**config.mk**
```make
export PLATFORM = sky130hd
export DESIGN_NAME = serial_bit_feeder_flat
export DESIGN_NICKNAME = d
export VERILOG_FILES = /design/src/rtl/serial_bit_feeder_pkg.sv /design/src/rtl/serial_bit_feeder_if.sv /design/src/rtl/serial_bit_feeder_word_fifo.sv /design/src/rtl/serial_bit_feeder.sv /design/src/flat_wrapper.sv
export SDC_FILE = /design/constraint.sdc
export NUM_CORES = 1
export LEC_CHECK = 0
export ABC_AREA = 1
export BUFFER_PORTS_ARGS = -buffer_cell sky130_fd_sc_hd__buf_2
export CAP_MARGIN = 20
export CORE_MARGIN = 8
export CORE_UTILIZATION = 50
export DETAILED_ROUTE_END_ITERATION = 8
export HOLD_SLACK_MARGIN = 0.06
export PLACE_DENSITY = 0.84
export SYNTH_ARGS = -nofsm -noshare
export SYNTH_HDL_FRONTEND = slang
export SYNTH_HIERARCHICAL = 1
export SYNTH_SLANG_ARGS = --single-unit
```
**constraint.sdc**
```tcl
create_clock -name clk -period 1.57 [get_ports clk]
set_input_delay 0.2355 -clock clk [delete_from_list [all_inputs] [get_ports clk]]
set_output_delay 0.2355 -clock clk [all_outputs]
set_load 0.02 [all_outputs]
```
**src/rtl/serial_bit_feeder_pkg.sv**
```systemverilog
// ---------------------------------------------------------------------------
// serial_pkg
//   Shared declarations for the serial bit feeder: the shifter state
//   encoding, counter/pointer width helpers, and the widths for the
//   default configuration (WIDTH=8, DEPTH=2).
//
//   Optional feature macro: SERIAL_PARITY_EN (PAR state is only entered
//   when this macro is defined).
// ---------------------------------------------------------------------------
package serial_pkg;

  typedef enum logic [1:0] {
    IDLE  = 2'd0,
    SHIFT = 2'd1,
    PAR   = 2'd2
  } state_t;

  localparam int DEF_WIDTH = 8;
  localparam int DEF_DEPTH = 2;

  // Widths for the default build
  localparam int CNT_W = $clog2(DEF_WIDTH);
  localparam int PTR_W = $clog2(DEF_DEPTH) + 1;

  // Bit counter width for an arbitrary word width (holds 0..WIDTH-1)
  function automatic int cnt_width(input int width);
    return (width < 2) ? 1 : $clog2(width);
  endfunction

  // FIFO pointer width: one extra wrap bit to tell full from empty
  function automatic int ptr_width(input int depth);
    return $clog2(depth) + 1;
  endfunction

endpackage

```
**src/rtl/serial_bit_feeder_if.sv**
```systemverilog
// ---------------------------------------------------------------------------
// serial_bit_feeder_if
//   Groups the word-input handshake and the serial output of the feeder.
//   master : word producer / serial consumer (testbench or upstream logic)
//   slave  : the serial_bit_feeder itself
//   Signals:
//     in_valid  producer has a word on in_data
//     in_ready  feeder can take a word (registered, = !fifo_full)
//     in_data   parallel word, WIDTH bits
//     bit_out   serial bit, 0 whenever bit_valid is low
//     bit_valid bit_out carries data
//     sof       first (MSB) bit of a word
//     busy      FIFO non-empty or a word still on the line
// ---------------------------------------------------------------------------
interface serial_bit_feeder_if #(parameter int WIDTH = 8);

  logic             in_valid;
  logic             in_ready;
  logic [WIDTH-1:0] in_data;
  logic             bit_out;
  logic             bit_valid;
  logic             sof;
  logic             busy;

  modport master (
    output in_valid, in_data,
    input  in_ready, bit_out, bit_valid, sof, busy
  );

  modport slave (
    input  in_valid, in_data,
    output in_ready, bit_out, bit_valid, sof, busy
  );

endinterface

```
**src/rtl/serial_bit_feeder_word_fifo.sv**
```systemverilog
// ---------------------------------------------------------------------------
// word_fifo
//   Small synchronous FIFO of parallel words in front of the shifter.
//   Pointers carry one extra wrap bit and wrap modulo 2*DEPTH; full and
//   empty are decoded from the pointer MSBs. Push is ignored when full and
//   pop is ignored when empty, so a push in a full cycle is refused even
//   if a pop happens on the same edge.
//   Ports:
//     clk, rst_n  clock, asynchronous active-low reset
//     i_push      write i_data (honoured only when not full)
//     i_data      word to write
//     i_pop       drop head entry (honoured only when not empty)
//     o_data      head entry (valid when o_empty is low)
//     o_full      FIFO holds DEPTH words
//     o_empty     FIFO holds no words
// ---------------------------------------------------------------------------
module word_fifo
  import serial_pkg::*;
#(
  parameter int WIDTH = 8,
  parameter int DEPTH = 2
)
(
  input  logic             clk,
  input  logic             rst_n,
  input  logic             i_push,
  input  logic [WIDTH-1:0] i_data,
  input  logic             i_pop,
  output logic [WIDTH-1:0] o_data,
  output logic             o_full,
  output logic             o_empty
);

  localparam int P_W = ptr_width(DEPTH);
  localparam int A_W = P_W - 1;

  logic [P_W-1:0]   r_wr_ptr;
  logic [P_W-1:0]   r_rd_ptr;
  logic [WIDTH-1:0] r_mem [DEPTH];
  logic             w_do_push;
  logic             w_do_pop;

  assign o_empty = (r_wr_ptr == r_rd_ptr);
  assign o_full  = (r_wr_ptr[P_W-1] != r_rd_ptr[P_W-1]) &&
                   (r_wr_ptr[A_W-1:0] == r_rd_ptr[A_W-1:0]);

  assign w_do_push = i_push && !o_full;
  assign w_do_pop  = i_pop  && !o_empty;

  assign o_data = r_mem[r_rd_ptr[A_W-1:0]];

  // Pointer registers; push and pop on the same edge leave occupancy unchanged
  always_ff @(posedge clk or negedge rst_n) begin
    if (!rst_n) begin
      r_wr_ptr <= '0;
      r_rd_ptr <= '0;
    end else begin
      if (w_do_push) begin
        r_wr_ptr <= r_wr_ptr + 1'b1;
      end
      if (w_do_pop) begin
        r_rd_ptr <= r_rd_ptr + 1'b1;
      end
    end
  end

  // Storage needs no reset: entries are only read after being written
  always_ff @(posedge clk) begin
    if (w_do_push) begin
      r_mem[r_wr_ptr[A_W-1:0]] <= i_data;
    end
  end

endmodule

```
**src/rtl/serial_bit_feeder.sv**
```systemverilog
// ---------------------------------------------------------------------------
// serial_bit_feeder
//   Takes parallel words over a valid/ready handshake, buffers them in a
//   word_fifo and shifts them out MSB-first, one bit per clock. Words are
//   sent back-to-back with no idle bubble while the FIFO has data.
//   Parameters: WIDTH (2..32) bits per word, DEPTH (power of two, >=2).
//   Ports:
//     clk    single clock, posedge
//     rst_n  asynchronous active-low reset
//     bus    serial_bit_feeder_if.slave (in_valid/in_ready/in_data,
//            bit_out/bit_valid/sof/busy)
//   Build option: define SERIAL_PARITY_EN to append an even-parity bit
//   (XOR of the word) after each LSB, in a dedicated PAR state.
// ---------------------------------------------------------------------------
module serial_bit_feeder
  import serial_pkg::*;
#(
  parameter int WIDTH = 8,
  parameter int DEPTH = 2
)
(
  input  logic               clk,
  input  logic               rst_n,
  serial_bit_feeder_if.slave bus
);

  localparam int BIT_CNT_W = cnt_width(WIDTH);
  localparam logic [BIT_CNT_W-1:0] LAST_BIT = BIT_CNT_W'(WIDTH - 1);

  logic                 w_full;
  logic                 w_empty;
  logic                 w_push;
  logic                 w_pop;
  logic                 w_load;
  logic [WIDTH-1:0]     w_head;

  state_t               r_state;
  state_t               w_next_state;
  logic [WIDTH-1:0]     r_shreg;
  logic [WIDTH-1:0]     w_next_shreg;
  logic [BIT_CNT_W-1:0] r_bitcnt;
  logic [BIT_CNT_W-1:0] w_next_bitcnt;

  logic                 r_bit_out;
  logic                 r_bit_valid;
  logic                 r_sof;
  logic                 w_bit_out_d;
  logic                 w_bit_valid_d;
  logic                 w_sof_d;

`ifdef SERIAL_PARITY_EN
  logic                 r_parity;
`endif

  // in_ready depends only on registered FIFO pointers, never on the FSM
  assign bus.in_ready = !w_full;
  assign w_push       = bus.in_valid && !w_full;

  word_fifo #(
    .WIDTH (WIDTH),
    .DEPTH (DEPTH)
  ) u_fifo (
    .clk     (clk),
    .rst_n   (rst_n),
    .i_push  (w_push),
    .i_data  (bus.in_data),
    .i_pop   (w_pop),
    .o_data  (w_head),
    .o_full  (w_full),
    .o_empty (w_empty)
  );

  // Shifter state, shift register, bit counter and (optionally) the parity
  // of the word currently on the line
  always_ff @(posedge clk or negedge rst_n) begin
    if (!rst_n) begin
      r_state  <= IDLE;
      r_shreg  <= '0;
      r_bitcnt <= '0;
`ifdef SERIAL_PARITY_EN
      r_parity <= 1'b0;
`endif
    end else begin
      r_state  <= w_next_state;
      r_shreg  <= w_next_shreg;
      r_bitcnt <= w_next_bitcnt;
`ifdef SERIAL_PARITY_EN
      if (w_load) begin
        r_parity <= ^w_head;
      end
`endif
    end
  end

  // Next-state logic. Any state that finishes a word reloads from the FIFO
  // on the same edge when data is waiting, so consecutive words abut.
  always_comb begin
    w_next_state  = r_state;
    w_next_shreg  = r_shreg;
    w_next_bitcnt = r_bitcnt;
    w_load        = 1'b0;
    case (r_state)
      IDLE: begin
        if (!w_empty) begin
          w_load = 1'b1;
        end
      end
      SHIFT: begin
        w_next_shreg  = {r_shreg[WIDTH-2:0], 1'b0};
        w_next_bitcnt = r_bitcnt - 1'b1;
        if (r_bitcnt == '0) begin
`ifdef SERIAL_PARITY_EN
          w_next_state = PAR;
`else
          if (!w_empty) begin
            w_load = 1'b1;
          end else begin
            w_next_state = IDLE;
          end
`endif
        end
      end
`ifdef SERIAL_PARITY_EN
      PAR: begin
        if (!w_empty) begin
          w_load = 1'b1;
        end else begin
          w_next_state = IDLE;
        end
      end
`endif
      default: begin
        w_next_state = IDLE;
      end
    endcase
    if (w_load) begin
      w_next_state  = SHIFT;
      w_next_shreg  = w_head;
      w_next_bitcnt = LAST_BIT;
    end
  end

  assign w_pop = w_load;

  // Line values decoded from the current shifter state
  always_comb begin
    w_bit_out_d   = 1'b0;
    w_bit_valid_d = 1'b0;
    w_sof_d       = 1'b0;
    if (r_state == SHIFT) begin
      w_bit_out_d   = r_shreg[WIDTH-1];
      w_bit_valid_d = 1'b1;
      w_sof_d       = (r_bitcnt == LAST_BIT);
    end
`ifdef SERIAL_PARITY_EN
    if (r_state == PAR) begin
      w_bit_out_d   = r_parity;
      w_bit_valid_d = 1'b1;
    end
`endif
  end

  // Output flops: the line is driven purely from registers, one cycle after
  // the shifter state, and is cleared at once by reset
  always_ff @(posedge clk or negedge rst_n) begin
    if (!rst_n) begin
      r_bit_out   <= 1'b0;
      r_bit_valid <= 1'b0;
      r_sof       <= 1'b0;
    end else begin
      r_bit_out   <= w_bit_out_d;
      r_bit_valid <= w_bit_valid_d;
      r_sof       <= w_sof_d;
    end
  end

  assign bus.bit_out   = r_bit_out;
  assign bus.bit_valid = r_bit_valid;
  assign bus.sof       = r_sof;
  // The final bit is still on the line one cycle after the FSM returns to IDLE
  assign bus.busy      = !w_empty || (r_state != IDLE) || r_bit_valid;

endmodule

```
**src/flat_wrapper.sv**
```systemverilog
// flat-port wrapper written by rule: the top's interface ports become plain ports
module serial_bit_feeder_flat import serial_pkg::*;
#(
  parameter int WIDTH = 8,
  parameter int DEPTH = 2
)
  (clk, rst_n, bus_in_valid, bus_in_data, bus_in_ready, bus_bit_out, bus_bit_valid, bus_sof, bus_busy);
  serial_bit_feeder_if #(.WIDTH(WIDTH)) bus_i ();
  input  logic clk;
  input  logic rst_n;
  input wire logic [$bits(bus_i.in_valid)-1:0] bus_in_valid;
  input wire logic [$bits(bus_i.in_data)-1:0] bus_in_data;
  output wire logic [$bits(bus_i.in_ready)-1:0] bus_in_ready;
  output wire logic [$bits(bus_i.bit_out)-1:0] bus_bit_out;
  output wire logic [$bits(bus_i.bit_valid)-1:0] bus_bit_valid;
  output wire logic [$bits(bus_i.sof)-1:0] bus_sof;
  output wire logic [$bits(bus_i.busy)-1:0] bus_busy;
  assign bus_i.in_valid = bus_in_valid;
  assign bus_i.in_data = bus_in_data;
  assign bus_in_ready = bus_i.in_ready;
  assign bus_bit_out = bus_i.bit_out;
  assign bus_bit_valid = bus_i.bit_valid;
  assign bus_sof = bus_i.sof;
  assign bus_busy = bus_i.busy;
  serial_bit_feeder #(.WIDTH(WIDTH), .DEPTH(DEPTH)) u_core (.clk(clk), .rst_n(rst_n), .bus(bus_i));
endmodule
```
==> impl_metrics.xml, run 1 <==
<?xml version="1.0" encoding="UTF-8"?>
<metrics>
  <group name="status">
    <metric name="outcome" unit="">complete, but fails checks</metric>
    <metric name="failed_checks" unit="">setup timing</metric>
  </group>
  <group name="synth">
    <metric name="syn_nets" unit="">190</metric>
    <metric name="mean_instance_size_in_the_synthesized_netlist" unit="sq um">9.640</metric>
    <metric name="post_synth_and_or_nand_nor_area_fraction" unit="%">32.37</metric>
    <metric name="ys_seq_area_share" unit="%">56.34</metric>
    <metric name="synth.distinct_cells" unit="">18</metric>
    <metric name="synth_compound_area_share" unit="%">0.7375</metric>
    <metric name="synth-seq-cells" unit="">35</metric>
    <metric name="synth_top_family_by_area" unit="">simple AND/OR/NAND/NOR gates</metric>
    <metric name="synth_xor_area_share" unit="%">0.5162</metric>
    <metric name="ys_warn_count" unit="">6</metric>
    <metric name="mapped_cells" unit="">176</metric>
    <metric name="synth.cell_area" unit="sq um">1697</metric>
    <metric name="adder_cell_fraction_of_synth_area" unit="%">2.212</metric>
    <metric name="synth.area.mux_share" unit="%">0</metric>
  </group>
  <group name="cts">
    <metric name="clk_transition_reported_paths" unit="ps">130</metric>
    <metric name="cts_root_buffer" unit="">sky130_fd_sc_hd__clkbuf_4</metric>
    <metric name="clock-sinks" unit="">35</metric>
    <metric name="clock_tree_from_tritoncts" unit="">yes</metric>
    <metric name="cts-buffers-inserted" unit="">5</metric>
    <metric name="clock_insertion_delay_worst_skew" unit="ps">350</metric>
    <metric name="clockBufferDepth" unit="">2</metric>
    <metric name="cts_max_level" unit="">2</metric>
  </group>
  <group name="sta">
    <metric name="setup_viol_count_final" unit="">10</metric>
    <metric name="worst_clock_skew" unit="ps">7.558</metric>
    <metric name="max_freq" unit="MHz">557.8</metric>
    <metric name="rsz0062_at_grt" unit="">true</metric>
    <metric name="fin_setup_tns" unit="ps">-1046</metric>
    <metric name="finalHoldViolations" unit="">0</metric>
    <metric name="final-max-slew-violation-count" unit="">0</metric>
    <metric name="worstMarginPinSlew" unit="ps">440.7</metric>
    <metric name="timing.slew.headroom" unit="%">70.62</metric>
    <metric name="period_minus_slack" unit="ps">1793</metric>
    <metric name="final.setup.worst_slack" unit="ps">-222.9</metric>
    <metric name="min_period_over_period" unit="%">114.2</metric>
  </group>
  <group name="critical_path">
    <metric name="crit_path_max_fanout" unit="">3</metric>
    <metric name="worstPathRequired" unit="ps">1330</metric>
    <metric name="path_class" unit="">register to output pin</metric>
    <metric name="start_kind" unit="">register</metric>
    <metric name="timing.critical_path.to_type" unit="">output pin</metric>
    <metric name="arrival_time_worst_endpoint" unit="ps">1560</metric>
  </group>
  <group name="placement">
    <metric name="placedCellCount" unit="">251</metric>
    <metric name="placement.io_buffers" unit="">15</metric>
    <metric name="dp_worst_setup_slack" unit="ps">-122.9</metric>
    <metric name="placement.cell_area" unit="sq um">1931</metric>
    <metric name="hpwl" unit="um">2307</metric>
    <metric name="place.gp.congestion" unit="">0.7517</metric>
  </group>
  <group name="final_layout">
    <metric name="multi_input_comb_area" unit="sq um">630.6</metric>
    <metric name="layout_commonest_cell" unit="">sky130_fd_sc_hd__nand2_1</metric>
    <metric name="finalNetCount" unit="">240</metric>
    <metric name="antenna_cells" unit="">0</metric>
    <metric name="areaGrowthSynthToFinish" unit="%">27.36</metric>
    <metric name="top_library_cells_by_usage_in_the_layout_fill_and_taps_aside" unit="">sky130_fd_sc_hd__nand2_1 (58), sky130_fd_sc_hd__buf_4 (21), sky130_fd_sc_hd__dfrtp_1 (19), sky130_fd_sc_hd__inv_1 (16), sky130_fd_sc_hd__edfxtp_1 (16)</metric>
    <metric name="n_fill_cell" unit="">273</metric>
    <metric name="final_standard_cell_count_with_taps_included_and_fillers_excluded" unit="">273</metric>
    <metric name="sequential_cell_area" unit="sq um">955.9</metric>
    <metric name="finish.instance_area" unit="sq um">2161</metric>
    <metric name="layout-drive-gt1-share" unit="%">39.21</metric>
  </group>
  <group name="power">
    <metric name="power.leakage" unit="uW">0.001078</metric>
    <metric name="switching_share" unit="%">41.31</metric>
    <metric name="power_frac_clock" unit="%">13.0</metric>
    <metric name="tot_pwr" unit="uW">4003</metric>
    <metric name="power.density_cell_area" unit="nW/um^2">1853</metric>
    <metric name="power.share.combinational" unit="%">51.0</metric>
    <metric name="vdd_drop_max" unit="V">0.001300</metric>
    <metric name="p_switching" unit="uW">1654</metric>
    <metric name="cell_internal_pwr" unit="uW">2349</metric>
    <metric name="pwr-share-seq" unit="%">36.0</metric>
  </group>
  <group name="route">
    <metric name="vias" unit="">1250</metric>
    <metric name="final_antenna_net_count" unit="">0</metric>
    <metric name="drt_iter0_markers" unit="">83</metric>
    <metric name="dr.pass1.iters" unit="">4</metric>
    <metric name="drc_errors" unit="">0</metric>
    <metric name="routed_via_density" unit="">4.579</metric>
    <metric name="detail_route.wirelength" unit="um">3481</metric>
    <metric name="post_drt_wl_per_cell" unit="um">12.75</metric>
  </group>
  <group name="die">
    <metric name="pin_count" unit="">16</metric>
    <metric name="die_area" unit="sq um">5513</metric>
    <metric name="num_rows" unit="">21</metric>
    <metric name="placeableCoreArea" unit="sq um">3311</metric>
    <metric name="horiz_die_dim" unit="um">74.25</metric>
    <metric name="start_util" unit="%">51.25</metric>
    <metric name="die_h" unit="um">74.25</metric>
  </group>
  <group name="global_routing">
    <metric name="grt_max_degree" unit="">20</metric>
    <metric name="track_usage" unit="%">13.23</metric>
    <metric name="via_count_of_the_first_global_routing_pass" unit="">1225</metric>
    <metric name="grt_first_pass_wirelength" unit="um">5430</metric>
    <metric name="antenna_found_initial" unit="">0</metric>
    <metric name="remaining_overflow_grt" unit="">0</metric>
  </group>
  <group name="run">
    <metric name="max_cap_viol_count" unit="">0</metric>
  </group>
  <group name="min_path">
    <metric name="hp-class" unit="">input pin to register</metric>
  </group>
</metrics>
[final cells by class]
cell class | count | area share (%)
Inverter | 25 | 4.806
Timing Repair Buffer | 46 | 16.21
Tap cell | 46 | 2.664
Clock buffer | 5 | 1.737
Multi-Input combinational cell | 113 | 29.18
Sequential cell | 35 | 44.24
Clock inverter | 3 | 1.158
[state kept, by name, indices dropped and copies added, names as in the netlist]
signal / count
u_core/u_fifo/r_mem: 16
u_core/r_shreg: 8
u_core/bus.sof: 1
u_core/bus.bit_out: 1
u_core/u_fifo/r_rd_ptr: 2
u_core/bus.bit_valid: 1
u_core/r_state: 1
u_core/u_fifo/r_wr_ptr: 2
u_core/r_bitcnt: 3
[stage by stage]
| step | hold WS [ps] | utilization [%] |
|---|---|---|
| final | 92.87 | 65.27 |
| after global routing | 64.54 | 65.27 |
| after CTS | 64.73 | 63.15 |
| after detailed placement | 209.7 | 58.31 |
| after global placement | 206.2 | 58.31 |
| after floorplan | -60.09 | - |
[layer usage]
metal | wire length [um] | global-route usage (%) | share of wire, %
met1 | 1388 | 13.93 | 40
met3 | 126 | 4.717 | 3.6
met2 | 1929 | 23.44 | 55
met4 | 37 | 5.217 | 1.1
met5 | 0 | 0 | 0
[power groups by stage]
stage	Clock, uW	Sequential, uW	Combinational (uW)
final	522	1440	2040
after global routing	570	1470	2250
after CTS	531	1440	1960
after detailed placement	0	1460	1800
after global placement	0	1440	1720
after floorplan	0	1470	1230
[path summary, 6_finish.rpt]
path | startpoint | to | slack, ps | cells after the start
max reg2reg | u_core/u_fifo/r_rd_ptr[0] | u_core/u_fifo/r_mem[1][7] | -90 | 10
max | u_core/u_fifo/r_rd_ptr[0] | bus_busy | -220 | 9
max in group asynchronous | rst_n | u_core/bus.bit_valid | 910 | 2
min in group asynchronous | rst_n | u_core/r_shreg[7] | 350 | 2
min | bus_in_data[7] | u_core/u_fifo/r_mem[0][7] | 90 | 1
min reg2reg | u_core/r_shreg[7] | u_core/bus.bit_out | 480 | 2
[Yosys cell counts (all sizes together)]
| library cell | number | area share (%) |
|---|---|---|
| nor2 | 10 | 2.7 |
| nand2 | 76 | 21 |
| inv | 25 | 5.5 |
| ha | 3 | 2.2 |
| dfrtp | 19 | 28 |
| or2 | 1 | 0.37 |
| buf | 3 | 2.3 |
| xor2 | 1 | 0.52 |
| o211ai | 1 | 0.74 |
| edfxtp | 16 | 28 |
| nand3 | 21 | 8.6 |
[critical path, stage by stage, from the launching register on]
cell	delay, ps
sky130_fd_sc_hd__dfrtp_1	430
sky130_fd_sc_hd__inv_2	70
sky130_fd_sc_hd__nand2_2	60
sky130_fd_sc_hd__nand2_4	60
sky130_fd_sc_hd__buf_6	90
sky130_fd_sc_hd__nand2_4	50
sky130_fd_sc_hd__inv_4	50
sky130_fd_sc_hd__nand2_2	50
sky130_fd_sc_hd__or2_4	220
sky130_fd_sc_hd__buf_6	130
[what timing repair did]
action | in CTS | in global routing
hold buffers | 4 | 4
setup buffers | 4 | 2
setup endpoints to repair | 18 | 23
resized for setup | 10 | 7
endpoints found under the hold margin | 25 | 7
pin swaps | 0 | 1
[cell families after synthesis]
group	after synthesis
XOR/XNOR	1
buffers and inverters	28
AO/OA/AOI/OAI	1
flip-flops	35
AND/OR/NAND/NOR	108
adder cells (fa/ha/maj)	3
Note: power is estimated with default switching activity, not from simulation.
==> run 2, diff against run 1 <==
--- a/config.mk
+++ b/config.mk
@@ -7,7 +7,7 @@
 export LEC_CHECK = 0
 export ABC_AREA = 1
 export BUFFER_PORTS_ARGS = -buffer_cell sky130_fd_sc_hd__buf_2
-export CAP_MARGIN = 20
+export CAP_MARGIN = 15
 export CORE_MARGIN = 8
 export CORE_UTILIZATION = 50
 export DETAILED_ROUTE_END_ITERATION = 8
@@ -15,5 +15,4 @@
 export PLACE_DENSITY = 0.84
 export SYNTH_ARGS = -nofsm -noshare
 export SYNTH_HDL_FRONTEND = slang
-export SYNTH_HIERARCHICAL = 1
 export SYNTH_SLANG_ARGS = --single-unit
==> constraint.sdc (replaced) <==
create_clock -name clk -period 1.5 [get_ports clk]
set_input_delay 0.225 -clock clk [delete_from_list [all_inputs] [get_ports clk]]
set_output_delay 0.225 -clock clk [all_outputs]
set_load 0.02 [all_outputs]
==> run 2 against run 1 <==
Against the previous run:
- the run still ends with setup timing left
- flip-flop and latch count is the same
- non-clock buffer count shrank 8
- critical path type unchanged
- total power grew 15%
- via count shrank 8.1%
- die area shrank 4.2%
- largest cell class unchanged
- area after synthesis shrank 5.4%
- first-iteration DRC count shrank 64%
==> impl_metrics.xml, run 2 <==
<?xml version="1.0" encoding="UTF-8"?>
<metrics>
  <group name="route">
    <metric name="dr.max_layer_used" unit="">met4</metric>
    <metric name="detail_route.wirelength" unit="um">3082</metric>
    <metric name="routed_via_density" unit="">4.728</metric>
    <metric name="final_antenna_net_count" unit="">0</metric>
    <metric name="vias" unit="">1149</metric>
    <metric name="post_drt_wl_per_cell" unit="um">12.68</metric>
    <metric name="route.met2.wl" unit="um">1592</metric>
    <metric name="met3_length" unit="um">121</metric>
    <metric name="met1_length" unit="um">1272</metric>
    <metric name="drc_errors" unit="">0</metric>
    <metric name="drt_iter0_markers" unit="">30</metric>
    <metric name="dr.pass1.iters" unit="">4</metric>
  </group>
  <group name="critical_path">
    <metric name="timing.rr.start" unit="">u_core.r_bitcnt[0]</metric>
    <metric name="startpoint" unit="">u_core.u_fifo.r_rd_ptr[1]</metric>
    <metric name="crit_path_max_fanout" unit="">3</metric>
    <metric name="crit_end" unit="">bus_busy</metric>
    <metric name="arrival_time_worst_endpoint" unit="ps">1420</metric>
    <metric name="path_class" unit="">register to output pin</metric>
    <metric name="timing.critical_path.to_type" unit="">output pin</metric>
    <metric name="start_kind" unit="">register</metric>
    <metric name="timing.reg2reg.worst_path_depth" unit="">8</metric>
    <metric name="worstPathRequired" unit="ps">1270</metric>
    <metric name="rrSetupSlack" unit="ps">20</metric>
    <metric name="rr_endpoint" unit="">u_core.r_shreg[6]</metric>
  </group>
  <group name="synth">
    <metric name="edff_count_synth" unit="">16</metric>
    <metric name="mapped_cells" unit="">156</metric>
    <metric name="ys_async_sr_fraction" unit="%">54.29</metric>
    <metric name="yosysTopAreaCell" unit="">sky130_fd_sc_hd__edfxtp_1</metric>
    <metric name="mean_instance_size_in_the_synthesized_netlist" unit="sq um">10.29</metric>
    <metric name="synthFlopType" unit="">sky130_fd_sc_hd__dfrtp_1</metric>
    <metric name="post_synth_most_frequent_cells" unit="">sky130_fd_sc_hd__nand2_1 (40), sky130_fd_sc_hd__inv_1 (21), sky130_fd_sc_hd__dfrtp_1 (19)</metric>
    <metric name="syn_nets" unit="">170</metric>
    <metric name="synth.distinct_cells" unit="">27</metric>
    <metric name="synth_top_cells_by_area" unit="">sky130_fd_sc_hd__edfxtp_1 (30%), sky130_fd_sc_hd__dfrtp_1 (30%), sky130_fd_sc_hd__nand2_1 (9.4%)</metric>
    <metric name="ys_warn_count" unit="">0</metric>
    <metric name="library_cell_with_the_highest_instance_count_after_synthesis" unit="">sky130_fd_sc_hd__nand2_1</metric>
    <metric name="ys_seq_area_share" unit="%">59.55</metric>
    <metric name="synth-seq-cells" unit="">35</metric>
    <metric name="synth.cell_area" unit="sq um">1605</metric>
    <metric name="post-synth-top-area-fraction" unit="%">29.93</metric>
  </group>
  <group name="die">
    <metric name="start_util" unit="%">52.58</metric>
    <metric name="num_rows" unit="">20</metric>
    <metric name="horiz_die_dim" unit="um">72.66</metric>
    <metric name="die_area" unit="sq um">5279</metric>
    <metric name="die_h" unit="um">72.66</metric>
    <metric name="pin_count" unit="">16</metric>
    <metric name="placeableCoreArea" unit="sq um">3053</metric>
  </group>
  <group name="placement">
    <metric name="place.gp.congestion" unit="">0.7928</metric>
    <metric name="placement.cell_area" unit="sq um">1757</metric>
    <metric name="dp_worst_setup_slack" unit="ps">68.35</metric>
    <metric name="placement.io_buffers" unit="">15</metric>
    <metric name="hpwl" unit="um">1926</metric>
  </group>
  <group name="sta">
    <metric name="worst_clock_skew" unit="ps">11.60</metric>
    <metric name="setup_viol_count_final" unit="">2</metric>
    <metric name="timing.slew.headroom" unit="%">71.56</metric>
    <metric name="period_minus_slack" unit="ps">1649</metric>
    <metric name="final-max-slew-violation-count" unit="">0</metric>
    <metric name="rsz0062_at_grt" unit="">true</metric>
    <metric name="final.setup.worst_slack" unit="ps">-149.3</metric>
    <metric name="min_period_over_period" unit="%">109.9</metric>
    <metric name="worstMarginPinSlew" unit="ps">426.6</metric>
    <metric name="max_freq" unit="MHz">606.3</metric>
    <metric name="finalHoldViolations" unit="">0</metric>
  </group>
  <group name="global_routing">
    <metric name="grt_max_degree" unit="">20</metric>
    <metric name="antenna_found_initial" unit="">0</metric>
    <metric name="grt_first_pass_wirelength" unit="um">5009</metric>
    <metric name="via_count_of_the_first_global_routing_pass" unit="">1196</metric>
    <metric name="remaining_overflow_grt" unit="">0</metric>
    <metric name="track_usage" unit="%">12.54</metric>
  </group>
  <group name="final_layout">
    <metric name="finalNetCount" unit="">212</metric>
    <metric name="post-route-util" unit="%">68.24</metric>
    <metric name="layout-drive-gt1-share" unit="%">31.66</metric>
    <metric name="largest_register_ffs" unit="">16</metric>
    <metric name="areaGrowthSynthToFinish" unit="%">29.77</metric>
    <metric name="layout_commonest_cell" unit="">sky130_fd_sc_hd__nand2_1</metric>
    <metric name="finish.instance_area" unit="sq um">2083</metric>
    <metric name="antenna_cells" unit="">0</metric>
    <metric name="n_fill_cell" unit="">240</metric>
    <metric name="top_library_cells_by_usage_in_the_layout_fill_and_taps_aside" unit="">sky130_fd_sc_hd__nand2_1 (36), sky130_fd_sc_hd__inv_1 (20), sky130_fd_sc_hd__dfrtp_1 (19), sky130_fd_sc_hd__nand3_1 (17), sky130_fd_sc_hd__edfxtp_1 (16)</metric>
  </group>
  <group name="cts">
    <metric name="clockBufferDepth" unit="">2</metric>
    <metric name="clk_transition_reported_paths" unit="ps">100</metric>
    <metric name="cts_root_buffer" unit="">sky130_fd_sc_hd__clkbuf_4</metric>
    <metric name="cts_max_level" unit="">2</metric>
    <metric name="cts-buffers-inserted" unit="">5</metric>
    <metric name="clock-sinks" unit="">35</metric>
    <metric name="clock_insertion_delay_worst_skew" unit="ps">340</metric>
    <metric name="clock_tree_from_tritoncts" unit="">yes</metric>
  </group>
  <group name="min_path">
    <metric name="hp-class" unit="">input pin to register</metric>
  </group>
  <group name="power">
    <metric name="power.density_cell_area" unit="nW/um^2">2215</metric>
    <metric name="vdd_drop_max" unit="V">0.001215</metric>
    <metric name="power.leakage" unit="uW">0.0009932</metric>
  </group>
  <group name="status">
    <metric name="failed_checks" unit="">setup timing</metric>
    <metric name="outcome" unit="">complete, but fails checks</metric>
  </group>
  <group name="run">
    <metric name="max_cap_viol_count" unit="">0</metric>
  </group>
</metrics>
run 2: cell count changes in the layout (fill, tap and decap cells not counted), sizes merged, moves of 2 or more:
cell      before  now
buf           38   29
bufinv         0    2
clkinv         2    0
clkinvlp       3    0
nand2         76   51
nand3         21   19
nor2          10    4
o21ai          0   10
run 2: worst max-delay path, cell delays in order (launching register included):
cell	delay, ps
sky130_fd_sc_hd__dfrtp_1	430
sky130_fd_sc_hd__inv_2	90
sky130_fd_sc_hd__nand2_4	70
sky130_fd_sc_hd__nand2_4	70
sky130_fd_sc_hd__nand3_4	70
sky130_fd_sc_hd__or2_4	230
sky130_fd_sc_hd__buf_6	130
run 2: where the power goes:
part | leakage [uW] | internal [uW] | switching [uW]
Combinational | 0.000570 | 912 | 1280
Clock | 0.0000525 | 520 | 306
Sequential | 0.000371 | 1390 | 197
Total | 0.000993 | 2830 | 1790
run 2: layout make-up:
cell class	count	area, sq um	area share [%]
multi-input combinational	94	580.6	27.87
clock buffer	6	41.29	1.982
tap	44	55.05	2.643
timing repair buffer	38	297.8	14.29
clock inverter	2	60.06	2.883
inverter	24	92.59	4.444
sequential	35	955.9	45.89
run 2: per-layer routing:
layer	track usage [%]	up-vias
met1	11.91	535
li1	-	582
met4	8.000	0
met5	0	-
met2	22.76	22
met3	3.846	10
run 2: cell families (layout without fill, tap and decap cells):
kind of cell | Yosys count | after routing | synth area share, %
buffers and inverters | 28 | 70 | 8.496
multiplexers | 1 | 1 | 0.6236
AND/OR/NAND/NOR | 75 | 76 | 22.99
flip-flops | 35 | 35 | 59.55
XOR/XNOR | 2 | 2 | 1.559
AO/OA/AOI/OAI | 12 | 12 | 4.442
adder cells (fa/ha/maj) | 3 | 3 | 2.339
run 2: worst min path at each step:
stage / cells after the start / to / start
2_1_floorplan: 0 / u_core.bus.bit_out / rst_n
3_3_place_gp: 1 / u_core.bus.sof / rst_n
3_5_place_dp: 1 / u_core.bus.sof / rst_n
4_1_cts: 1 / u_core.u_fifo.r_mem[0][3] / bus_in_data[3]
5_1_grt: 3 / u_core.u_fifo.r_wr_ptr[0] / bus_in_valid
6_report: 3 / u_core.u_fifo.r_wr_ptr[0] / bus_in_valid
run 2: stage by stage:
step	std cells	setup TNS (ps)	total power, uW	hold WS (ps)
6_report	243	-283.2	4614	174.6
5_1_grt	243	-872.3	4968	174.1
4_1_cts	240	-347.0	4421	61.07
3_5_place_dp	219	0	3356	184.1
3_3_place_gp	219	0	3259	176.1
2_1_floorplan	156	-748.3	2954	-70.59
run 2: what timing repair did:
action,in CTS,in global routing
gates cloned,0,1
hold endpoints to repair,33,2
buffers inserted,5,1
gates resized for setup,11,9
hold buffers,8,1
pin swaps,2,2
setup endpoints to repair,2,27
